`src/rtl/uart_tx_fifo.sv`:
```
// uart_tx_fifo: 8N1 UART transmitter fed by a small byte FIFO.
// Each bit lasts OVERSAMPLE strobes of Tick; Clk cycles without Tick leave the sequencer frozen.
module uart_tx_fifo #(
    parameter int DEPTH      = 4,
    parameter int OVERSAMPLE = 16
) (
    input  logic                     Clk,
    input  logic                     Rst_n,
    input  logic                     Tick,
    input  logic [7:0]               WrData,
    input  logic                     WrEn,
    output logic                     Full,
    output logic [$clog2(DEPTH):0]   Level,
    output logic                     Tx,
    output logic                     Busy,
    output logic                     TxDone
);
    localparam int PW = $clog2(DEPTH);
    localparam int LW = PW + 1;
    localparam int CW = (OVERSAMPLE > 1) ? $clog2(OVERSAMPLE) : 1;
    localparam logic [CW-1:0] TICK_LAST  = CW'(OVERSAMPLE - 1);
    localparam logic [LW-1:0] LEVEL_FULL = LW'(DEPTH);

    localparam logic [1:0] IDLE  = 2'd0;
    localparam logic [1:0] START = 2'd1;
    localparam logic [1:0] DATA  = 2'd2;
    localparam logic [1:0] STOP  = 2'd3;

    logic [7:0]    mem_r [DEPTH];
    logic [PW-1:0] wrPtr_r;
    logic [PW-1:0] rdPtr_r;
    logic [LW-1:0] level_r;
    logic [LW-1:0] levelNext_s;
    logic          full_r;
    logic [1:0]    state_r;
    logic [1:0]    stateNext_s;
    logic [CW-1:0] tickCnt_r;
    logic [CW-1:0] tickCntNext_s;
    logic [2:0]    bitIdx_r;
    logic [2:0]    bitIdxNext_s;
    logic [7:0]    shift_r;
    logic [7:0]    shiftNext_s;
    logic          tx_r;
    logic          txNext_s;
    logic          busy_r;
    logic          txDone_r;
    logic          txDoneNext_s;
    logic          accept_s;
    logic          pop_s;
    logic          bitEnd_s;

    // Next-state logic for FIFO occupancy and the frame sequencer.
    always_comb begin
        accept_s = WrEn && !full_r;
        pop_s    = (state_r == IDLE) && (level_r != {LW{1'b0}});
        bitEnd_s = Tick && (tickCnt_r == TICK_LAST);

        case ({accept_s, pop_s})
            2'b10:   levelNext_s = level_r + LW'(1);
            2'b01:   levelNext_s = level_r - LW'(1);
            default: levelNext_s = level_r;
        endcase

        stateNext_s   = state_r;
        tickCntNext_s = tickCnt_r;
        bitIdxNext_s  = bitIdx_r;
        shiftNext_s   = shift_r;
        txDoneNext_s  = 1'b0;
        case (state_r)
            IDLE: begin
                if (pop_s) begin
                    shiftNext_s   = mem_r[rdPtr_r];
                    tickCntNext_s = {CW{1'b0}};
                    bitIdxNext_s  = 3'd0;
                    stateNext_s   = START;
                end else begin
                    stateNext_s   = IDLE;
                end
            end
            START: begin
                if (bitEnd_s) begin
                    tickCntNext_s = {CW{1'b0}};
                    stateNext_s   = DATA;
                end else if (Tick) begin
                    tickCntNext_s = tickCnt_r + CW'(1);
                end else begin
                    tickCntNext_s = tickCnt_r;
                end
            end
            DATA: begin
                if (bitEnd_s) begin
                    tickCntNext_s = {CW{1'b0}};
                    shiftNext_s   = {1'b0, shift_r[7:1]};
                    bitIdxNext_s  = bitIdx_r + 3'd1;
                    if (bitIdx_r == 3'd7) begin
                        stateNext_s = STOP;
                    end else begin
                        stateNext_s = DATA;
                    end
                end else if (Tick) begin
                    tickCntNext_s = tickCnt_r + CW'(1);
                end else begin
                    tickCntNext_s = tickCnt_r;
                end
            end
            STOP: begin
                if (bitEnd_s) begin
                    tickCntNext_s = {CW{1'b0}};
                    txDoneNext_s  = 1'b1;
                    stateNext_s   = IDLE;
                end else if (Tick) begin
                    tickCntNext_s = tickCnt_r + CW'(1);
                end else begin
                    tickCntNext_s = tickCnt_r;
                end
            end
            default: begin
                stateNext_s = IDLE;
            end
        endcase

        // Line level follows the state being entered so Tx can come straight from a flop.
        case (stateNext_s)
            START:   txNext_s = 1'b0;
            DATA:    txNext_s = shiftNext_s[0];
            default: txNext_s = 1'b1;
        endcase
    end

    // FIFO storage, pointers and occupancy.
    always_ff @(posedge Clk or negedge Rst_n) begin
        if (!Rst_n) begin
            for (int i = 0; i < DEPTH; i++) begin
                mem_r[i] <= 8'h00;
            end
            wrPtr_r <= {PW{1'b0}};
            rdPtr_r <= {PW{1'b0}};
            level_r <= {LW{1'b0}};
            full_r  <= 1'b0;
        end else begin
            if (accept_s) begin
                mem_r[wrPtr_r] <= WrData;
                wrPtr_r        <= wrPtr_r + PW'(1);
            end
            if (pop_s) begin
                rdPtr_r <= rdPtr_r + PW'(1);
            end
            level_r <= levelNext_s;
            full_r  <= (levelNext_s == LEVEL_FULL);
        end
    end

    // Frame sequencer state and registered line outputs.
    always_ff @(posedge Clk or negedge Rst_n) begin
        if (!Rst_n) begin
            state_r   <= IDLE;
            tickCnt_r <= {CW{1'b0}};
            bitIdx_r  <= 3'd0;
            shift_r   <= 8'h00;
            tx_r      <= 1'b1;
            busy_r    <= 1'b0;
            txDone_r  <= 1'b0;
        end else begin
            state_r   <= stateNext_s;
            tickCnt_r <= tickCntNext_s;
            bitIdx_r  <= bitIdxNext_s;
            shift_r   <= shiftNext_s;
            tx_r      <= txNext_s;
            busy_r    <= (stateNext_s != IDLE);
            txDone_r  <= txDoneNext_s;
        end
    end

    assign Full   = full_r;
    assign Level  = level_r;
    assign Tx     = tx_r;
    assign Busy   = busy_r;
    assign TxDone = txDone_r;

endmodule

```
`config.mk`:
```
export PLATFORM = sky130hd
export DESIGN_NAME = uart_tx_fifo
export DESIGN_NICKNAME = d
export VERILOG_FILES = /design/src/rtl/uart_tx_fifo.sv
export SDC_FILE = /design/constraint.sdc
export NUM_CORES = 1
export LEC_CHECK = 0
export BUFFER_PORTS_ARGS = -buffer_cell sky130_fd_sc_hd__buf_2
export CAP_MARGIN = 20
export CORE_MARGIN = 5
export CORE_UTILIZATION = 55
export CTS_BUF_LIST = sky130_fd_sc_hd__clkbuf_16
export DETAILED_ROUTE_END_ITERATION = 8
export PLACE_DENSITY = 0.7
export SLEW_MARGIN = 10
export SYNTH_ARGS = -nofsm -noshare
export SYNTH_HDL_FRONTEND = slang
export SYNTH_SLANG_ARGS = --single-unit
export TNS_END_PERCENT = 30
```
`constraint.sdc`:
```
create_clock -name Clk -period 4.4 [get_ports Clk]
set_input_delay 0.88 -clock Clk [delete_from_list [all_inputs] [get_ports Clk]]
set_output_delay 0.88 -clock Clk [all_outputs]
set_load 0.01 [all_outputs]
```
After elaboration in Yosys (flattened, before gate mapping) --
Cells that the tools add are included.
Cells by class: $add $sub $neg 6, equal/unequal tests 13, bitwise logic cells 2, muxes and demuxes 26, order comparisons 3, reductions and logical operators 12
Operators with widths (number):
- 8-bit two-way mux | 5
- 32-bit bitwise mux | 1
- 8-bit binary-select mux with 2-bit select | 1
- 8-bit demux with 2-bit select | 1
- 8-bit case mux with 2 select lines | 1
- 4-bit two-way mux | 3
- 3-bit case mux with 2 select lines | 2
- 2-bit == test, second input constant | 4
- 2-bit case mux with 4 select lines | 1
- 4-bit case mux with 2 select lines | 1
- 3-bit by 1-bit adder with 3-bit output, second input constant | 2
- 2-bit by 1-bit == test with 1-bit output, second input constant | 3
- 3-bit == test, second input constant | 2
- 3-bit greater-or-equal comparator, second input constant | 2
- 2-bit two-way mux | 3
- 3-bit two-way mux | 2
- 2-bit inverter with 3-bit output | 2
- 2-bit by 1-bit adder with 2-bit output, second input constant | 2
- 4-bit by 1-bit adder with 4-bit output, second input constant | 1
- 4-bit == test, second input constant | 1
- 1-bit logical AND | 4
- 1-bit two-way mux | 4
- 2-bit != test, second input constant | 2
- 2-bit nonzero test | 2
- other kinds (10) | 10
Storage, ports and cells: word-level logic and storage cells 78, output and inout bits 7, flip-flop bits (word level) 60, input port bits 12

Logic depth before layout (Yosys ltp) --
Gate-level depths: netlist of run 1.
depth after elaboration 7, mapped depth 10, depth with buffers taken out 10

Worst setup path after synthesis of run 1 --
No wires, ideal clock.
path kind input to register, start point input WrEn, end point register full_r, in the netlist Full, buffers on the path 1, path slack 1.934 ns, stages on the path 10, data arrival time 2.378 ns, library setup time 0.088 ns, required time 4.312 ns, path through nor2b_1 clkbuf_1 inv_1 ha_1 inv_1 fa_1 xor2_1 nor2_1 xor2_1 nor3b_1
On the way: cells in the longest elaborated chain, start to end 4, elaborated cells on any way between the ends 5, those cells by class eq/ne (3); mux (1); reduce/logical (1)
Ends and longest elaborated chain:
- from (decl) | RTL line 11 | input logic WrEn,
- 1-bit logical AND * | RTL line 54 | accept_s = WrEn && !full_r;
- 2-bit by 1-bit == test with 1-bit output / 2-bit == test (equally long branches) | RTL line 58 | case ({accept_s, pop_s})
- 3-bit case mux with 2 select lines * | RTL line 58
- via levelNext_s[2] | RTL line 33 | logic [LW-1:0] levelNext_s;
- 3-bit == test * | RTL line 149 | full_r <= (levelNext_s == LEVEL_FULL);
- to (signal assigned) | RTL line 149
- to (decl) | RTL line 34 | logic full_r;
Mark *: on every way through the listed nets, which the timed path passes. The rest lies on a longest branch. A chain may end at the register's enable or synchronous reset.

Final worst setup path of run 1 --
start point register state_r[0], end point register full_r, in the netlist Full
On the way: cells in the longest elaborated chain, start to end 5, elaborated cells on any way between the ends 6, those cells by class eq/ne (3); mux (1); reduce/logical (2)
Ends and longest elaborated chain:
- from (decl) | RTL line 35 | logic [1:0] state_r;
- from (signal assigned) | RTL line 164 | state_r <= stateNext_s;
- 2-bit logical NOT * | RTL line 55 | pop_s = (state_r == IDLE) && (level_r != {LW{1'b0}});
- 1-bit logical AND * | RTL line 55
- 2-bit by 1-bit == test with 1-bit output / 2-bit == test (equally long branches) | RTL line 58
- 3-bit case mux with 2 select lines * | RTL line 58
- via levelNext_s[2] | RTL line 33
- 3-bit == test * | RTL line 149
Marks and branches as above.

==> summary by stage, run 1 <==
Run status
The flow ran to the end, and the final reports show no timing, DRC or antenna violations.

Routing
Dividing the detail-routed via count by the number of cells gives 5.74. The number of remaining DRC errors is 0. The wire length reported by the detailed router is 5400 microns. After the first detailed-routing iteration, the DRC count stood at 134. The detail-routed net length per standard cell is 17.5 microns. The final route contains 1,767 vias. The number of detailed-routing iterations run before antenna repair is 4. In this run the remaining antenna-violating nets after routing total 0.

Timing
The setup skew after layout is 0.00374 ns. The total negative slack for setup checks is 0 ns. The number of hold-slack violations in the final timing report came to 0. Setup slack closes at 1.81 ns.

The maximum operating frequency is 0.387 GHz. Setup repair after global routing left no endpoint under its margin. At the pin with the least slew margin, the transition time is 0.739 ns. The relative slew slack is 50.7%. The count of final max-slew check failures came to 0. The post-route fraction of the period consumed by the critical path is 58.8%. Setup violations remaining at the end of the flow were counted as 0.

The final period demand of the worst path is 2.59 ns.

Logic synthesis
Of all cell types, the one taking the most synthesized area is sky130_fd_sc_hd__dfrtp_1. The async set-reset flop share out of synthesis is 100%. After synthesis the cells add up to 0.00278 sq mm.

The post-synthesis area per instance is 13.2 sq um. The proportion of synthesized chip area in sequential cells is 54.1%. Sorting the synthesized cells by area gives the leading types as sky130_fd_sc_hd__dfrtp_1, sky130_fd_sc_hd__mux2_2, sky130_fd_sc_hd__mux4_1. The share of the synthesized area in the top cell type is 53.1%. The number of enable flip-flop cells after synthesis is 0. The number of instances in the synthesized netlist is 210. The synthesized design contains 60 register bits. The synthesized net count is 231.

For this run, the number of Yosys warnings is 0. In this run, distinct cell masters in the synthesized netlist total 38. The prevailing post-synth register cell is sky130_fd_sc_hd__dfrtp_1.

Power
The worst vdd rail ir drop is 0.367 mV. The standby leakage power is 1.47 nW. The areal power density over the cells is 745 mW/mm^2.

Global routing
The largest net degree at the start of global routing is 61. The global-route congestion overflow total is 0. The all-layer global routing usage is 19.3%. The first global-routing pass estimated 9470 microns of wire. The initial antenna violation count came to 0. The via count of the first global-routing pass is 1,962.

Setup path
The capturing point of the worst reg2reg path is Full. The number of cells on the worst reg-to-reg path is 10. The launch instance of the worst register-to-register path is state_r[0].

Along the worst path, the maximum fanout reaches 9. The required time at the worst-slack endpoint is 4.63 ns. The critical path is of the flop to flop type. The worst setup path is captured at a flop. The reg2reg setup slack is 1.81 ns.

At the worst endpoint, the arrival time is 2.82 ns. The startpoint type of the worst setup path is a flop.

Clock network
The source-to-sink clock delay at the later pin of the worst-skew pair is 0.32 ns. The number of buffers inserted to repair setup after CTS is 0. Clock-pin slew was measured on the worst setup and hold paths at 0.05 ns. Clock tree synthesis inserted a total of 9 buffers. Clock tree synthesis found a total of 60 sinks.

The clock tree from TritonCTS is yes. For this design, the CTS-stage hold fixing added 0 buffers. The number of gates resized after CTS was 0. The clock passes through at most 2 buffers. The clock tree synthesis step divided the H-tree into 3 levels. The cell at the root of the clock tree is sky130_fd_sc_hd__clkbuf_16.

Placement
The placer congestion estimate is 0.780. After legalization and detailed placement, the total HPWL measured 3690 microns. The number of I/O port buffers is 18. The post-placement setup slack is 1.71 ns.

Worst hold path
The count of cells along the worst hold path is 2. The beginning of the worst hold path is shift_r[2]. The worst hold path belongs to the class flop to flop. The worst hold path endpoint is shift_r[1].

Floorplan
The starting density of the core is 57.7%. The die outline height is 81.1 microns. The placeable core region is 0.00482 sq mm. The floorplan step set the die width to 81.1 microns.

The cell row count is 25. The I/O pin total is 19. The die covers 0.00658 sq mm.

Cells and area
The number of fillers in the final layout is 353. The signed area change from the synthesized netlist to the final layout is 15.6%. 0 antenna diodes ended up in the layout. The layout cell share with drive strength beyond 1 is 31.5%. At the end of the flow, the number of nets in the layout was 257.

Job
The number of max-cap violations is 0.
==> synthesized netlist by cell type, types with 2 or more instances <==
master,count
sky130_fd_sc_hd__a22oi_1,8
sky130_fd_sc_hd__nor2b_1,2
sky130_fd_sc_hd__nor2_1,4
sky130_fd_sc_hd__xnor2_1,4
sky130_fd_sc_hd__ha_1,8
sky130_fd_sc_hd__xor2_1,3
sky130_fd_sc_hd__mux2i_1,2
sky130_fd_sc_hd__a21oi_1,7
sky130_fd_sc_hd__nor3_1,2
sky130_fd_sc_hd__or2_2,3
sky130_fd_sc_hd__dfrtp_1,59
sky130_fd_sc_hd__mux4_1,7
sky130_fd_sc_hd__clkbuf_1,2
sky130_fd_sc_hd__o21ai_0,7
sky130_fd_sc_hd__nand2_1,29
sky130_fd_sc_hd__inv_1,9
sky130_fd_sc_hd__mux2_2,33
==> worst max-delay path, stage by stage (launching register included) <==
cell	delay [ns]
sky130_fd_sc_hd__dfrtp_1	0.46
sky130_fd_sc_hd__nor2_1	0.33
sky130_fd_sc_hd__nand2_1	0.18
sky130_fd_sc_hd__inv_2	0.17
sky130_fd_sc_hd__ha_1	0.20
sky130_fd_sc_hd__inv_1	0.06
sky130_fd_sc_hd__fa_1	0.37
sky130_fd_sc_hd__xor2_1	0.15
sky130_fd_sc_hd__nor2_1	0.15
sky130_fd_sc_hd__xor2_1	0.21
sky130_fd_sc_hd__nor3b_1	0.21
==> how the worst max path moves through the flow <==
stage	to	slack [ns]	cells after the start	start
final	Full	1.81	10	state_r[0]
after global routing	Full	1.56	10	state_r[0]
after CTS	Full	1.84	10	state_r[0]
after detailed placement	Full	1.71	10	WrEn
after global placement	Full	1.89	10	WrEn
after floorplan	Full	1.93	10	WrEn
==> per-stage QoR <==
stage | utilization (%) | cells | cell area, sq um | power [mW] | hold WS, ns
finish | 66.7 | 308 | 3210 | 2.40 | 0.475
global route | 66.7 | 308 | 3210 | 2.55 | 0.510
detailed placement | 60.8 | 292 | 2930 | 1.74 | 0.458
global placement | 60.8 | 292 | 2930 | 1.66 | 0.451
CTS | 66.7 | 308 | 3210 | 2.41 | 0.477
floorplan | - | 210 | 2780 | 1.54 | 0.439
==> metal layers <==
layer	vias up	part of all wire, %	GRT usage, %
met5	-	0	0
met4	0	2.7	11.3
met3	14	2.8	3.10
met2	35	51	31.9
met1	904	44	24.1
li1	814	-	-
==> area by class of cell <==
| class | count | area, sq um | area share (%) |
|---|---|---|---|
| flip-flops and latches | 60 | 1500 | 46.7 |
| multi-input cells | 136 | 1210 | 37.6 |
| clock buffers | 9 | 225 | 7.01 |
| repair buffers | 19 | 97.6 | 3.04 |
| well taps | 67 | 83.8 | 2.61 |
| clock inverters | 7 | 60.1 | 1.87 |
| inverters | 10 | 37.5 | 1.17 |
==> sequential cells by signal, summed over array words and instances (netlist names) <==
name       count
mem_r         32
state_r        2
Full           1
tickCnt_r      4
Tx             1
shift_r        8
Busy           1
wrPtr_r        2
bitIdx_r       3
Level          3
TxDone         1
rdPtr_r        2
==> cells in the final DEF (no fill, tap or decap), types with 2 or more instances in the layout <==
cell type / Yosys / layout
sky130_fd_sc_hd__o21ai_0: 7 / 7
sky130_fd_sc_hd__a22oi_1: 8 / 8
sky130_fd_sc_hd__dfrtp_1: 59 / 59
sky130_fd_sc_hd__inv_1: 9 / 11
sky130_fd_sc_hd__or2_2: 3 / 3
sky130_fd_sc_hd__buf_2: 0 / 18
sky130_fd_sc_hd__a21oi_1: 7 / 7
sky130_fd_sc_hd__xnor2_1: 4 / 4
sky130_fd_sc_hd__nor3_1: 2 / 2
sky130_fd_sc_hd__nand2_1: 29 / 29
sky130_fd_sc_hd__nor2b_1: 2 / 2
sky130_fd_sc_hd__clkbuf_16: 0 / 9
sky130_fd_sc_hd__ha_1: 8 / 8
sky130_fd_sc_hd__mux4_1: 7 / 7
sky130_fd_sc_hd__clkinv_2: 0 / 3
sky130_fd_sc_hd__nor2_1: 4 / 4
sky130_fd_sc_hd__xor2_1: 3 / 3
sky130_fd_sc_hd__mux2i_1: 2 / 2
sky130_fd_sc_hd__mux2_2: 33 / 33
==> cell families (layout without fill, tap and decap cells) <==
logic type | after synthesis | count (layout) | synth area share, %
AO/OA/AOI/OAI | 28 | 28 | 7.02
XOR/XNOR | 7 | 7 | 2.21
adder cells (fa/ha/maj) | 9 | 9 | 4.32
buffers and inverters | 14 | 45 | 2.52
flip-flops | 60 | 60 | 54.1
multiplexers | 43 | 43 | 21.5
AND/OR/NAND/NOR | 49 | 49 | 8.37
==> report_power, final <==
group,internal (mW),switching (mW),total (mW)
Sequential,0.815,0.201,1.02
Combinational,0.407,0.310,0.717
Clock,0.430,0.232,0.662
Power figures use the tool's default switching activity.
==> inputs of run 2 (changes only) <==
- clock period: 4.4 -> 2.7 ns (I/O delays scaled with it)
==> summary by stage, run 2 (synthesized netlist as in run 1, its figures left out) <==
Setup path
The reg2reg setup slack is 0.25 ns (-1.57 ns). The startpoint identified for the worst register-to-register timing path is Level[0]. The largest fanout of any net on the critical path is 9 (unchanged). The number of cells on the worst reg-to-reg path is 10 (unchanged). The data arrival time at the worst-slack endpoint was 2.69 ns (-0.13 ns). The startpoint type of the worst setup path is a flop. The most critical setup path has its endpoint at Full. In this run the worst setup path begins at Level[0].

The worst setup path is of the flop to flop kind. The required time at the worst-slack endpoint is 2.94 ns (-1.69 ns). The worst setup path is captured at a flop.

The worst register-to-register path ends at Full.

Clock network
The source-to-sink clock delay at the later pin of the worst-skew pair was 0.33 ns (about the same). The tree is rooted in a sky130_fd_sc_hd__clkbuf_16. The post-CTS resize count is 0 (unchanged). TritonCTS built the clock tree.

The total CTS buffers came to 9 (unchanged). The maximum buffer depth of the clock tree is 2 (unchanged). The deepest level of the CTS H-tree is 3 (unchanged). The number of buffers inserted to repair setup after CTS is 0 (unchanged). The total of hold buffers inserted after clock tree synthesis is 0 (unchanged).

The TritonCTS sink count is 60 (unchanged). The clock transition at the registers of the reported paths was 0.05 ns (about the same).

Power
The standby leakage power is 1.51 nW (+2.3%). The areal power density over the cells is 1250 mW/mm^2 (+68%). The power after layout came to 4.12 mW (+72%).

The worst vdd rail ir drop is 0.607 mV (+65%).

Routing
The initial detailed-routing violation count was 98 (-27%). The number of remaining DRC errors is 0 (unchanged). The number of detailed-routing iterations run before antenna repair is 4 (unchanged). The number of nets still failing antenna checks after routing is 0 (unchanged).

The via-per-instance ratio was 5.78 (+0.83%). The detail-routed net length per standard cell is 17.8 microns (+1.8%). The vias after detailed routing is 1,799 (+1.8%).

The wire length reported by the detailed router is 5550 microns (+2.8%).

Cells and area
The most frequent standard cell in the layout excluding fill and tap cells is sky130_fd_sc_hd__dfrtp_1. The number of flip-flops under the largest register name is 32 (unchanged). The core utilization of the finished layout was 68.2% (+1.4 points).

The number of antenna cells inserted is 0 (unchanged). The net total in the final layout is 260 (+1.2%). In the layout the commonest cells are sky130_fd_sc_hd__dfrtp_1, sky130_fd_sc_hd__mux2_2, sky130_fd_sc_hd__nand2_1. The largest registers in the layout are mem_r (32), shift_r (8), tickCnt_r (4).

The cell area after layout is 0.00328 sq mm (+2.1%). From synthesis to final layout, the design area changed by 18.1%. The layout cell share with drive strength beyond 1 is 32.0% (+0.43 points).

The largest register by flop count is mem_r. The number of fillers in the final layout is 343 (-2.8%). The final cell count without fillers is 311 (+0.97%).

Floorplan
The I/O pin total was 19 (unchanged). The die area was 0.00658 sq mm (unchanged). The placeable core region is 0.00482 sq mm (unchanged).

The die outline height is 81.1 microns (unchanged). The starting density of the core is 57.7% (unchanged). The floorplan die width was 81.1 microns (unchanged).

The cell row count was 25 (unchanged).

Timing
The final worst hold slack is 0.225 ns (-0.249 ns). The final setup violation count is 0 (unchanged). The number of hold-slack violations in the final timing report is 0 (unchanged). The actual slew at the worst max-slew pin is 0.615 ns (-0.124 ns). The total negative slack for setup checks came to 0 ns (unchanged).

The post-route fraction of the period consumed by the critical path was 90.9% (+32 points). The final period demand of the worst path is 2.45 ns (-0.133 ns). The setup slack of the critical path after layout is 0.246 ns (-1.57 ns).

The count of final max-slew check failures is 0 (unchanged). Setup repair after global routing left no endpoint under its margin. The maximum operating frequency is 0.408 GHz (+5.4%). The setup skew after layout was 0.00693 ns (+0.00318 ns). The relative slew slack is 59.0% (+8.3 points).

Global routing
The first-pass GRT wire length is 9470 microns (about the same). The via count of the first global-routing pass is 1,950 (-0.61%). The global-route congestion overflow total is 0 (unchanged). The initial antenna violation count came to 0 (unchanged). The largest net degree at the start of global routing is 29 (-52%). The all-layer global routing usage was 19.8% (+0.47 points).

Placement
The placer congestion estimate is 0.961 (+23%). The sum of net half-perimeters after detailed placement is 4080 microns (+11%). The number of I/O port buffers is 18 (unchanged). The instance area at placement was 0.00295 sq mm (+0.77%). The placed cell count is 295 (+1.0%). The post-placement setup slack is 0.298 ns (-1.41 ns).

Job
The number of max-cap violations is 0 (unchanged).

Worst hold path
The class of the worst hold path is input pin to asynchronous set/reset pin.

Run status
The flow ran to the end, and the final reports show no timing, DRC or antenna violations.
-- run 2: layout make-up --
cell class	count	area [sq um]	area share, %
multi-input combinational	136	1210	36.8
clock buffer	9	225	6.86
sequential	60	1500	45.8
timing repair buffer	22	120	3.66
tap	67	83.8	2.55
inverter	10	37.5	1.14
clock inverter	7	106	3.24
-- run 2: worst max-delay path, cell delays in order (launching register included) --
cell	delay, ns
sky130_fd_sc_hd__dfrtp_1	0.43
sky130_fd_sc_hd__or3_1	0.24
sky130_fd_sc_hd__nand2_1	0.14
sky130_fd_sc_hd__inv_2	0.17
sky130_fd_sc_hd__ha_1	0.22
sky130_fd_sc_hd__inv_1	0.07
sky130_fd_sc_hd__fa_1	0.40
sky130_fd_sc_hd__xor2_1	0.16
sky130_fd_sc_hd__nor2_1	0.11
sky130_fd_sc_hd__xor2_1	0.22
sky130_fd_sc_hd__nor3b_1	0.21
-- run 2: worst min path at each step --
stage	from	cells past startpoint	end
2_1_floorplan	Rst_n	0	Busy
3_3_place_gp	shift_r[5]	2	shift_r[4]
3_5_place_dp	shift_r[7]	2	shift_r[6]
4_1_cts	Rst_n	1	shift_r[2]
5_1_grt	Rst_n	1	tickCnt_r[0]
6_report	Rst_n	1	tickCnt_r[0]
-- run 2: per-layer routing --
metal / global-route usage, % / part of all wire, % / vias to the layer above
li1: - / - / 817
met1: 23.0 / 41 / 933
met2: 32.8 / 53 / 34
met3: 6.32 / 3.3 / 15
met4: 10.1 / 2.6 / 0
met5: 0 / 0 / -
-- run 2: where the power goes --
part | total (mW) | switching (mW) | internal (mW)
Combinational | 1.21 | 0.532 | 0.678
Clock | 1.27 | 0.379 | 0.888
Sequential | 1.64 | 0.312 | 1.33
Total | 4.12 | 1.22 | 2.90
